--- config.mk ---
export PLATFORM = sky130hd
export DESIGN_NAME = keypad_sync_repeat
export DESIGN_NICKNAME = d
export VERILOG_FILES = /design/src/rtl/keypad_pkg.sv /design/src/rtl/sync_chain.sv /design/src/rtl/keypad_sync_repeat.sv
export SDC_FILE = /design/constraint.sdc
export NUM_CORES = 1
export LEC_CHECK = 0
export ABC_CLOCK_PERIOD_IN_PS = 4700
export CORE_MARGIN = 2
export CORE_UTILIZATION = 30
export CTS_BUF_LIST = sky130_fd_sc_hd__clkbuf_8
export CTS_CLUSTER_DIAMETER = 60
export CTS_CLUSTER_SIZE = 40
export DETAILED_ROUTE_END_ITERATION = 6
export PLACE_DENSITY = 0.44
export SYNTH_ARGS = -nofsm -noshare
export SYNTH_HDL_FRONTEND = slang
export SYNTH_SLANG_ARGS = --single-unit
--- constraint.sdc ---
create_clock -name clk -period 4.7 [get_ports clk]
set_clock_uncertainty 0.15 [all_clocks]
set_input_delay 0.94 -clock clk [delete_from_list [all_inputs] [get_ports clk]]
set_output_delay 0.94 -clock clk [all_outputs]
set_load 0.05 [all_outputs]
--- src/rtl/keypad_pkg.sv ---
// keypad_pkg: shared FSM state type and counter sizing for the keypad synchroniser.
package keypad_pkg;

    typedef enum logic [2:0] {IDLE, DEBOUNCE, HELD, REPEAT, RELEASE} kp_state_t;

    function automatic int cnt_width(input int a, input int b, input int c);
        int m;
        m = (a > b) ? a : b;
        m = (m > c) ? m : c;
        return $clog2(m) + 1;
    endfunction

endpackage

--- src/rtl/sync_chain.sv ---
// sync_chain: per-bit multi-flop synchroniser with asynchronous active-low reset to 0.
module sync_chain #(
    parameter int WIDTH  = 1,
    parameter int STAGES = 2
) (
    input  logic             clk,
    input  logic             nrst,
    input  logic [WIDTH-1:0] d_i,
    output logic [WIDTH-1:0] q_o
);

    logic [STAGES-1:0][WIDTH-1:0] sync_q;

    always_ff @(posedge clk or negedge nrst) begin
        if (!nrst) sync_q <= '0;
        else       sync_q <= {sync_q[STAGES-2:0], d_i};
    end

    assign q_o = sync_q[STAGES-1];

endmodule

--- src/rtl/keypad_sync_repeat.sv ---
// keypad_sync_repeat: synchronise and debounce an N-key bus, latch the highest pressed
// key and emit press / auto-repeat strobes.
module keypad_sync_repeat
    import keypad_pkg::*;
#(
    parameter int N_KEYS          = 20,
    parameter int SYNC_STAGES     = 2,
    parameter int DEBOUNCE_CYCLES = 4,
    parameter int REPEAT_DELAY    = 10,
    parameter int REPEAT_PERIOD   = 3
) (
    input  logic                      clk,
    input  logic                      nrst,
    input  logic [N_KEYS-1:0]         in,
    input  logic                      repeat_en,
    output logic                      strobe,
    output logic [$clog2(N_KEYS)-1:0] keycode,
    output logic                      key_held,
    output logic                      is_repeat
);

    localparam int KW = $clog2(N_KEYS);
    localparam int CW = cnt_width(DEBOUNCE_CYCLES, REPEAT_DELAY, REPEAT_PERIOD);
    localparam logic [CW-1:0] DB_LAST = CW'(DEBOUNCE_CYCLES - 1);
    localparam logic [CW-1:0] RD_LAST = CW'(REPEAT_DELAY - 1);
    localparam logic [CW-1:0] RP_LAST = CW'(REPEAT_PERIOD - 1);

    logic [N_KEYS-1:0] sync_bus;
    logic              any;
    logic [KW-1:0]     code_now;

    kp_state_t     state_q, state_d;
    logic [CW-1:0] cnt_q, cnt_d;
    logic [KW-1:0] cand_q, cand_d;
    logic [KW-1:0] keycode_q, keycode_d;
    logic          strobe_q, strobe_d;
    logic          is_repeat_q, is_repeat_d;
    logic          key_held_q;

    sync_chain #(.WIDTH(N_KEYS), .STAGES(SYNC_STAGES)) u_sync (
        .clk  (clk),
        .nrst (nrst),
        .d_i  (in),
        .q_o  (sync_bus)
    );

    assign any = |sync_bus;

    // Ascending scan so the highest set index wins.
    always_comb begin
        code_now = '0;
        for (int i = 0; i < N_KEYS; i++)
            if (sync_bus[i]) code_now = KW'(i);
    end

    always_comb begin
        state_d     = state_q;
        cnt_d       = cnt_q;
        cand_d      = cand_q;
        keycode_d   = keycode_q;
        strobe_d    = 1'b0;
        is_repeat_d = 1'b0;
        case (state_q)
            IDLE: begin
                if (any) begin
                    state_d = DEBOUNCE;
                    cand_d  = code_now;
                    cnt_d   = '0;
                end
            end
            DEBOUNCE: begin
                if (!any || code_now != cand_q) begin
                    state_d = IDLE;
                end else if (cnt_q == DB_LAST) begin
                    state_d   = HELD;
                    keycode_d = cand_q;
                    strobe_d  = 1'b1;
                    cnt_d     = '0;
                end else begin
                    cnt_d = cnt_q + CW'(1);
                end
            end
            HELD, REPEAT: begin
                if (!any) begin
                    state_d = RELEASE;
                    cnt_d   = '0;
                end else if (code_now != keycode_q) begin
                    state_d = DEBOUNCE;
                    cand_d  = code_now;
                    cnt_d   = '0;
                end else if (!repeat_en) begin
                    state_d = HELD;
                    cnt_d   = '0;
                end else if (cnt_q == ((state_q == HELD) ? RD_LAST : RP_LAST)) begin
                    state_d     = REPEAT;
                    strobe_d    = 1'b1;
                    is_repeat_d = 1'b1;
                    cnt_d       = '0;
                end else begin
                    cnt_d = cnt_q + CW'(1);
                end
            end
            RELEASE: begin
                if (any && code_now == keycode_q) begin
                    state_d = HELD;
                    cnt_d   = '0;
                end else if (any) begin
                    state_d = DEBOUNCE;
                    cand_d  = code_now;
                    cnt_d   = '0;
                end else if (cnt_q == DB_LAST) begin
                    state_d = IDLE;
                end else begin
                    cnt_d = cnt_q + CW'(1);
                end
            end
            default: state_d = IDLE;
        endcase
    end

    always_ff @(posedge clk or negedge nrst) begin
        if (!nrst) begin
            state_q     <= IDLE;
            cnt_q       <= '0;
            cand_q      <= '0;
            keycode_q   <= '0;
            strobe_q    <= 1'b0;
            is_repeat_q <= 1'b0;
            key_held_q  <= 1'b0;
        end else begin
            state_q     <= state_d;
            cnt_q       <= cnt_d;
            cand_q      <= cand_d;
            keycode_q   <= keycode_d;
            strobe_q    <= strobe_d;
            is_repeat_q <= is_repeat_d;
            key_held_q  <= (state_d == HELD) || (state_d == REPEAT) || (state_d == RELEASE);
        end
    end

    assign strobe    = strobe_q;
    assign keycode   = keycode_q;
    assign key_held  = key_held_q;
    assign is_repeat = is_repeat_q;

endmodule
==> results.md <==
• 42.3% — Flop pwr share
• 37.7% — post-route core utilization
• 31.2% — clock group share of total power
• 1010 uW — Internal
• 13.9 um — routed wirelength normalized by instance count
• 100% — proportion of register bits with asynchronous set or reset after synthesis
• 34.5% — switching share of total power
• 16.7% — share of post-route cells with drive strength above 1
• 2670 sq um — netlist area before placement
• 1795 — number of global-route vias before repair
• 3.77 mm — post-DP HPWL
• 4 — first drt pass iteration count
• sky130_fd_sc_hd__dfrtp_1 (57%), sky130_fd_sc_hd__nor2_1 (3.1%), sky130_fd_sc_hd__nor4_4 (2.4%) — top post-synthesis cells by area
• 30 — buffers added on ports
• 30.8% — initial core utilization
• 9 — number of buffers inserted during clock tree synthesis
• sky130_fd_sc_hd__dfrtp_1 — Top FF cell, synth
• 0.773 — routability congestion estimate from global placement
• 0.650 ns — Worst-Margin Slew
• 0.132 mV — Max IR drop VDD
• flop to flop — Crit Path Category
• 8.87 mm — first-pass GRT wire length
• 3.00 ns — WP data arrival
• 473 nW/um^2 — power per cell area
• 534 uW — Sw Pwr
• 98.3 um — Horiz. Die Dim
• 0 — number of hold-slack violations in the final timing report
• 0 — Worst Path Buf+Inv
• 0 — post-detailed-route count of antenna-violating nets
• 26.5% — part of the total power dissipated in combinational logic
• sky130_fd_sc_hd__dfrtp_1 — cell taking the most area after synthesis
• 222 — gate count after technology mapping
• 1550 uW — final total power
• 371 — non-filler cells, final
• 0 ns — setup total negative slack
• 0.08 ns — Reg clk slew, reported paths
• sky130_fd_sc_hd__dfrtp_1 — most common cell in the netlist
• 62.2% — final period utilization
• 11.8% — global-route usage over all layers
• compound AO/OA/AOI/OAI gates — cell class contributing the biggest share of worst-path delay
• 8680 sq um — placeable core region
• 57.2% — share of the synthesized area in the top cell type
• sky130_fd_sc_hd__clkbuf_8 — Root Driver
• flop to flop — type of the tightest min-delay check
• 39 — pin count of the biggest net entering global routing
• 0 — number of design rule violations left after detail routing
• sky130_fd_sc_hd__dfrtp_1 — cell at the slowest stage of the critical path
• no — RSZ-0062 raised after global routing
• sky130_fd_sc_hd__dfrtp_1 (61), sky130_fd_sc_hd__nor2_1 (22), sky130_fd_sc_hd__nand2_1 (16) — most frequent cells after synthesis
• built — CTS tree
• 1080 sq um — multi-input gate area in the final layout
• 31 — count of pins on the block boundary
• 282 — net count reported at finish
• 57.2% — proportion of synthesized chip area in sequential cells
• 0 — number of synthesized flops with an enable pin
• 0 — number of pins with negative max-slew slack in the final report
• flop — crit end category
• 9670 sq um — total die area
• 0 — number of buffers added to fix hold violations after cts
• 2.92 ns — Final min period
• 0.34 ns — Skew-Pair Late Insertion Delay
• 0.00136 uW — Leak
• 1530 sq um — Sequential cell area
• 60 — number of distinct library cells after synthesis
• 246 — Post-Syn Nets
• flop — category of the worst setup path launch point
• 12.0 sq um — mean area per synthesized cell
• 2 — Max Root-Sink Buffers
• 0 — final number of setup-violating endpoints
• 4.77 ns — worst endpoint required time
• 0 — antenna violations before repair
• 4.82 — detailed-route vias per instance
• 0 — setup fix buffers added after clock tree synthesis
• 0.42 ns — maximum cell stage delay along the critical path
• 3 — H-tree levels
• 0 — CTS resizes
• 5.14 mm — Total Routed Length
• 355 — cell count after placement
• 0 — residual overflow from global routing
• 859 — number of filler instances in the final layout
• 22.6% — Area Growth Syn to Fin
• 0 — MaxCap Viol Count
• 106 — number of violations reported at the end of detailed-routing iteration 0
• 1787 — vias after detailed routing
• 34 — count of standard-cell rows
• or2_2 -> a211oi_1 -> nand2_1 -> mux2i_1 -> o31ai_2 -> o22ai_2 -> a21oi_4 -> mux2_1 — cell-by-cell listing of the critical path
• 61 — number of storage elements in the synthesis netlist
• 5 — maximum fanout encountered on the critical timing path
• 98.3 um — vertical die dimension
• 342 MHz — Highest Clock Rate
• 0 — ant diodes
• 0 — Synth warnings
• 56.1% — Slew HR
• 61 — number of sinks handled by clock tree synthesis
• complete, no violations — outcome
power groups by stage:
stage               logic (uW)  registers (uW)  clock network (uW)
finish                     410             654                 483
CTS                        418             654                 501
global placement           418             666                   0
detailed placement         417             664                   0
global route               448             665                 532
floorplan                  257             694                   0
state kept, by name, summed over array words and instances, names as in the netlist:
register / count
keycode: 5
cnt_q: 5
cand_q: 5
state_q: 3
u_sync.q_o: 20
strobe: 1
is_repeat: 1
u_sync.sync_q: 20
key_held: 1
per-stage QoR:
stage          worst slack, ns  hold WS (ns)  cell area, sq um
2_1_floorplan             2.08         0.181              2670
3_3_place_gp              1.71         0.185              3070
3_5_place_dp              1.73         0.186              3070
4_1_cts                   1.72         0.202              3270
5_1_grt                   1.53         0.204              3270
6_report                  1.78         0.199              3270
kinds of logic after synthesis:
group,Yosys count,share of synthesized area (%)
fa+ha+maj,1,0.469
flops,61,57.2
xor+xnor,1,0.328
mux,13,5.25
simple gates,88,20.8
compound gates,45,13.5
buf+inv,13,2.44
path summary, 6_finish.rpt:
path	from	endpoint	slack, ns	depth (start not counted)
setup / recovery	u_sync.q_o[8]	cand_q[2]	1.78	8
hold reg to reg	u_sync.sync_q[13]	u_sync.q_o[13]	0.20	0
min in group asynchronous	nrst	is_repeat	0.45	1
setup reg to reg	u_sync.q_o[8]	cand_q[2]	1.78	8
hold / removal	u_sync.sync_q[13]	u_sync.q_o[13]	0.20	0
max in group asynchronous	nrst	u_sync.q_o[3]	3.07	2
routing by layer:
layer  global-route usage [%]  routed length (um)  vias to the layer above
met5                        0                   0                        -
met4                     5.69                 124                        0
met3                     3.08                 192                       11
met2                     18.6                2480                       39
met1                     15.2                2340                      858
li1                         -                   -                      879
layout by cell type, fill, tap and decap left out, types with 3 or more instances in the layout:
| cell type | count |
|---|---|
| sky130_fd_sc_hd__nor4_1 | 3 |
| sky130_fd_sc_hd__or2_2 | 3 |
| sky130_fd_sc_hd__nor3_1 | 5 |
| sky130_fd_sc_hd__nand3_1 | 4 |
| sky130_fd_sc_hd__a21oi_1 | 12 |
| sky130_fd_sc_hd__nand2b_1 | 5 |
| sky130_fd_sc_hd__mux2_1 | 3 |
| sky130_fd_sc_hd__mux2i_1 | 5 |
| sky130_fd_sc_hd__o21ai_0 | 3 |
| sky130_fd_sc_hd__inv_6 | 4 |
| sky130_fd_sc_hd__nor2_1 | 22 |
| sky130_fd_sc_hd__mux2_2 | 5 |
| sky130_fd_sc_hd__nor4_4 | 3 |
| sky130_fd_sc_hd__or3_1 | 8 |
| sky130_fd_sc_hd__dfrtp_1 | 61 |
| sky130_fd_sc_hd__nand2_1 | 16 |
| sky130_fd_sc_hd__inv_1 | 7 |
| sky130_fd_sc_hd__clkdlybuf4s50_1 | 29 |
| sky130_fd_sc_hd__clkbuf_8 | 9 |
layout make-up:
cell class | instances | share of cell area [%]
Clock buffer | 9 | 3.79
Clock inverter | 7 | 2.45
Inverter | 7 | 0.803
Multi-Input combinational cell | 148 | 32.9
Sequential cell | 61 | 46.7
Tap cell | 108 | 4.13
Timing Repair Buffer | 31 | 9.25
Power figures use the tool's default switching activity.
